## src/rtl/dcache_ctrl.sv

```systemverilog
// Blocking direct-mapped write-back/write-allocate data cache, one 64-bit doubleword per line.
// state       | meaning
// IDLE        | ready for a CPU request
// LOOKUP      | tag compare; store hits merge here
// WB          | issue dirty victim write-back
// WB_WAIT     | wait for write ack
// REFILL      | issue line read
// REFILL_WAIT | wait for refill data, install line
// RESP        | one-cycle response pulse
module dcache_ctrl #(
  parameter int ADDR_W  = 32,
  parameter int INDEX_W = 4
) (
  input  logic              clk,
  input  logic              rst,
  input  logic              req_valid,
  output logic              req_ready,
  input  logic              req_we,
  input  logic [ADDR_W-1:0] req_addr,
  input  logic [63:0]       req_wdata,
  input  logic [7:0]        req_wstrb,
  output logic              resp_valid,
  output logic [63:0]       resp_rdata,
  output logic              mem_req_valid,
  input  logic              mem_req_ready,
  output logic              mem_req_we,
  output logic [ADDR_W-1:0] mem_req_addr,
  output logic [63:0]       mem_req_wdata,
  input  logic              mem_resp_valid,
  input  logic [63:0]       mem_resp_rdata
);

  localparam int TAG_W = ADDR_W - INDEX_W - 3;
  localparam int LINES = 1 << INDEX_W;

  typedef enum logic [2:0] {
    IDLE, LOOKUP, WB, WB_WAIT, REFILL, REFILL_WAIT, RESP
  } state_t;

  state_t state, state_nxt;

  logic              r_we;
  logic [ADDR_W-4:0] r_line;
  logic [63:0]       r_wdata;
  logic [7:0]        r_wstrb;

  logic [LINES-1:0]  valid, dirty;
  logic [TAG_W-1:0]  tag_arr  [LINES];
  logic [63:0]       data_arr [LINES];

  logic [INDEX_W-1:0] idx;
  logic [TAG_W-1:0]   r_tag;
  logic               hit, fill, line_wr, resp_load;
  logic [63:0]        base, line_data;
  logic               addr_unused;

  assign addr_unused = ^req_addr[2:0];
  assign idx   = r_line[INDEX_W-1:0];
  assign r_tag = r_line[ADDR_W-4:INDEX_W];
  assign hit   = valid[idx] && (tag_arr[idx] == r_tag);

  function automatic logic [63:0] merge(input logic [63:0] old, input logic [63:0] wd,
                                        input logic [7:0] st);
    logic [63:0] r;
    r = old;
    for (int i = 0; i < 8; i++)
      if (st[i]) r[i*8 +: 8] = wd[i*8 +: 8];
    return r;
  endfunction

  always_ff @(posedge clk or posedge rst) begin
    if (rst) state <= IDLE;
    else     state <= state_nxt;
  end

  always_comb begin
    state_nxt     = state;
    req_ready     = 1'b0;
    resp_valid    = 1'b0;
    mem_req_valid = 1'b0;
    mem_req_we    = 1'b0;
    mem_req_addr  = '0;
    mem_req_wdata = '0;
    case (state)
      IDLE: begin
        req_ready = 1'b1;
        if (req_valid) state_nxt = LOOKUP;
      end
      LOOKUP: begin
        if (hit)                          state_nxt = RESP;
        else if (valid[idx] && dirty[idx]) state_nxt = WB;
        else                              state_nxt = REFILL;
      end
      WB: begin
        mem_req_valid = 1'b1;
        mem_req_we    = 1'b1;
        mem_req_addr  = {tag_arr[idx], idx, 3'b000};
        mem_req_wdata = data_arr[idx];
        if (mem_req_ready) state_nxt = WB_WAIT;
      end
      WB_WAIT:     if (mem_resp_valid) state_nxt = REFILL;
      REFILL: begin
        mem_req_valid = 1'b1;
        mem_req_addr  = {r_tag, idx, 3'b000};
        if (mem_req_ready) state_nxt = REFILL_WAIT;
      end
      REFILL_WAIT: if (mem_resp_valid) state_nxt = RESP;
      RESP: begin
        resp_valid = 1'b1;
        state_nxt  = IDLE;
      end
      default:     state_nxt = IDLE;
    endcase
  end

  // Store hits merge into the cached word; refills merge into the fetched word.
  always_comb begin
    fill      = (state == REFILL_WAIT) && mem_resp_valid;
    base      = (state == LOOKUP) ? data_arr[idx] : mem_resp_rdata;
    line_data = r_we ? merge(base, r_wdata, r_wstrb) : base;
    line_wr   = ((state == LOOKUP) && hit && r_we) || fill;
    resp_load = ((state == LOOKUP) && hit) || fill;
  end

  always_ff @(posedge clk or posedge rst) begin
    if (rst) begin
      valid      <= '0;
      dirty      <= '0;
      resp_rdata <= '0;
      r_we       <= 1'b0;
      r_line     <= '0;
      r_wdata    <= '0;
      r_wstrb    <= '0;
    end else begin
      if (state == IDLE && req_valid) begin
        r_we    <= req_we;
        r_line  <= req_addr[ADDR_W-1:3];
        r_wdata <= req_wdata;
        r_wstrb <= req_wstrb;
      end
      if (resp_load) resp_rdata <= line_data;
      if (state == LOOKUP && hit && r_we) dirty[idx] <= 1'b1;
      if (state == WB_WAIT && mem_resp_valid) dirty[idx] <= 1'b0;
      if (fill) begin
        valid[idx] <= 1'b1;
        dirty[idx] <= r_we;
      end
    end
  end

  always_ff @(posedge clk) begin
    if (line_wr) data_arr[idx] <= line_data;
    if (fill)    tag_arr[idx]  <= r_tag;
  end

endmodule
```

## config.mk

```make
export PLATFORM = sky130hd
export DESIGN_NAME = dcache_ctrl
export DESIGN_NICKNAME = d
export VERILOG_FILES = /design/src/rtl/dcache_ctrl.sv
export SDC_FILE = /design/constraint.sdc
export NUM_CORES = 2
export LEC_CHECK = 0
export ABC_CLOCK_PERIOD_IN_PS = 15800
export BUFFER_PORTS_ARGS = -buffer_cell sky130_fd_sc_hd__buf_2
export CORE_ASPECT_RATIO = 1.25
export CORE_MARGIN = 3
export CORE_UTILIZATION = 39
export DETAILED_ROUTE_END_ITERATION = 16
export PLACE_DENSITY_LB_ADDON = 0.08
export SLEW_MARGIN = 20
export SYNTH_ARGS = -nofsm -noshare
export SYNTH_HDL_FRONTEND = slang
export SYNTH_SLANG_ARGS = --single-unit
export TNS_END_PERCENT = 5
```

## constraint.sdc

```tcl
create_clock -name clk -period 15.8 [get_ports clk]
set_clock_uncertainty 0.05 [all_clocks]
set_input_delay 1.58 -clock clk [delete_from_list [all_inputs] [get_ports clk]]
set_output_delay 1.58 -clock clk [all_outputs]
set_load 0.01 [all_outputs]
```

==> impl_metrics.csv <==
group,metric,value,unit
outcome,status,"finished clean",
global_route,antenna_found_initial,6,
cts,cts_hold_buf,0,
routing,drt-initial-drc-count,3133,
setup_path,worst_setup_path_end_kind,"register",
timing,period_minus_slack,7.55,ns
layout,fillers,14700,
die,pin_count,338,
power_and_ir_drop,irDropWorstVdd,0.168,mV
power_and_ir_drop,leakage,0.0260,µW
power_and_ir_drop,intPower,9910,µW
global_route,grt_use_total,21.5,%
place,io_buffers,331,
routing,vias,36000,
synthesis,synth_top_area_share,63.8,%
synthesis,syn_avg_cell_area,18.8,µm²
die,start_util,39.4,%
global_route,overflow,0,
timing,relSlewSlack,24.1,%
routing,ant_nets,0,
layout,register_area,47800,µm²
layout,design_area,77300,µm²
die,die-area,177000,µm²
routing,wl,190,mm
timing,setup_viol,0,
routing,route.detailed.drc,0,
layout,synthToLayoutAreaGrowth,15.3,%
synthesis,yosysUniqueCellTypes,70,
die,core_area,170000,µm²
synthesis,synthTopCellsByArea,"edfxtp_1 (64%), mux4_2 (14%), dfrtp_1 (7.5%)",
layout,final_common_cell,"edfxtp_1",
synthesis,ys_seq_elements,1625,
layout,layout.nets,4150,
synthesis,ys.flop_type,"edfxtp_1",
global_route,grt_pass1_vias,37600,
cts,cts_setup_buffers,0,
layout,multiInputGateArea,18100,µm²
setup_path,cp_max_fo,47,
power_and_ir_drop,pwr-share-comb,32.6,%
cts,cts_sinks,1625,
setup_path,worstSetupStartpointType,"register",
cts,insertion_delay,0.80,ns
timing,rsz0062_at_grt,"false",
place,gp_congestion,0.763,
timing,hold_viol,0,
routing,firstDrtPassIters,8,
synthesis,yosys.area.top_type,"edfxtp_1",
synthesis,synth-edff-count,1424,
power_and_ir_drop,power.density,192,nW/µm²
synthesis,yosysSeqAreaShare,71.3,%
setup_path,cp.arrival,7.91,ns
place,place_hpwl,105,mm
global_route,grt_pass1_wl,275,mm
power_and_ir_drop,power.switching,4920,µW
routing,via_per_inst,5.66,
cts,clk_pin_slew,0.06,ns
power_and_ir_drop,swShare,33.2,%
timing,tightest_slew,1.13,ns
synthesis,synthCells,3569,
cts,htree_levels,4,
power_and_ir_drop,clockPowerShare,27.1,%
setup_path,critPathRequiredTime,16.16,ns
routing,avgRoutedWirePerCell,30.0,µm
die,die_h,470,µm
synthesis,ys_async_sr_fraction,12.4,%
die,row_count,169,
power_and_ir_drop,p_seq_share,40.3,%
timing,finalSetupTns,0,ns
synthesis,syn_area,67000,µm²
cts,cts_resized,0,
cts,cts_root_buffer,"clkbuf_16",
setup_path,worst-setup-path-type,"register to register",
layout,final_cell_mix,"edfxtp_1 (1,424), mux4_2 (419), buf_2 (331)",
layout,drive_gt1_share,32.3,%
cts,cts_buffers,171,
die,fp.dieW,377,µm
synthesis,yosys_warnings,0,
cts,cts_tree,"yes",
place,placed_area,71700,µm²
run,cap_viol_max_count,0,
min_path,min_path_type,"register to register",
timing,fin_crit_sh,47.8,%
cts,cts_buffer_depth,3,
global_route,grt_start_max_net_pins,133,
timing,slew_viol_final,0,
timing,fmax,132,MHz
worst paths after layout:
kind                                  startpoint                        end  slack [ns]  cells after the start
setup / recovery           r_line[0]$_DFFE_PP0P_  data_arr[9][47]$_DFFE_PP_        8.25                     12
hold / removal              valid[6]$_DFFE_PP0P_       valid[6]$_DFFE_PP0P_        0.41                      1
setup reg to reg           r_line[0]$_DFFE_PP0P_  data_arr[9][47]$_DFFE_PP_        8.25                     12
hold reg to reg             valid[6]$_DFFE_PP0P_       valid[6]$_DFFE_PP0P_        0.41                      1
max in group asynchronous                    rst     r_wdata[8]$_DFFE_PP0P_       13.64                      3
min in group asynchronous                    rst    r_wdata[56]$_DFFE_PP0P_        0.74                      2
metrics by stage:
stage | std cells | utilization [%] | hold slack, ns | total power [µW] | setup WS (ns)
after floorplan | 3571 | - | 0.384 | 9160 | 8.69
after global placement | 6026 | 42.1 | 0.395 | 10900 | 8.03
after detailed placement | 6026 | 42.1 | 0.405 | 11000 | 7.95
after CTS | 6346 | 45.4 | 0.419 | 15000 | 7.93
after global routing | 6347 | 45.4 | 0.431 | 15500 | 7.68
final | 6352 | 45.4 | 0.415 | 14800 | 8.25
power by group through the flow:
stage | combinational (µW) | sequential [µW] | clock [µW]
global route | 5230 | 6030 | 4290
floorplan | 3240 | 5920 | 0
detailed placement | 4910 | 6070 | 0
CTS | 4930 | 5980 | 4130
finish | 4840 | 5980 | 4020
global placement | 4870 | 6060 | 0
routing by layer:
layer	part of all wire, %	wire [µm]	track usage [%]	up-vias
met3	6.5	12400	4.27	202
met4	1.7	3300	5.06	2
met2	48	91100	34.5	1161
li1	-	-	-	15300
met5	0.0068	13	0	-
met1	44	83700	30.5	19300
kinds of logic (layout without fill, tap and decap cells):
group                     count (synthesis)  count (layout)  share of synthesized area, %
other                                     1               9                       0.00559
xor gates and xnor gates                 23              23                         0.300
DFF                                    1625            1625                          71.3
and+or+nand+nor                         488             488                          3.56
muxes                                   648             648                          17.7
buffers and inverters                   277             829                          2.24
AOI/OAI and AO/OA                       507             507                          4.93
synth_stat cells (30+ instances only):
cell type / instances
edfxtp_1: 1424
mux4_2: 419
nand2_1: 206
dfrtp_1: 201
o21ai_0: 139
clkbuf_1: 130
mux2i_1: 129
mux2_2: 100
a21oi_1: 97
a22oi_1: 82
and2_1: 78
a211o_1: 65
and3_1: 65
nor2_1: 46
nand3_1: 37
o21ai_1: 36
buf_4: 35
buf_2: 30
final cells by class:
type,instances,area share [%]
repair buffers,481,3.65
clock buffers,234,6.18
diodes,6,0.0194
inverters,28,0.155
flip-flops and latches,1625,61.9
multi-input cells,1669,23.5
clock inverters,86,1.05
well taps,2223,3.60
flip-flops by register name, summed over array words and instances, names as in the netlist:
name and count:
tag_arr 400, resp_rdata 64, valid 16, state 3, r_wdata 64, dirty 16, data_arr 1024, r_we 1
r_wstrb 8, r_line 29
worst max-delay path, stage by stage, from the launching register on:
cell and delay, ns:
dfrtp_4 0.80, buf_4 0.86, buf_4 0.82, mux4_2 0.59, mux2_2 0.31, mux2i_1 0.20, o22ai_1 0.13, a211o_1 0.31
a21oi_4 0.58, nand4_2 0.16, buf_4 0.37, a21oi_4 0.90, buf_4 0.92
Power figures use the tool's default switching activity.
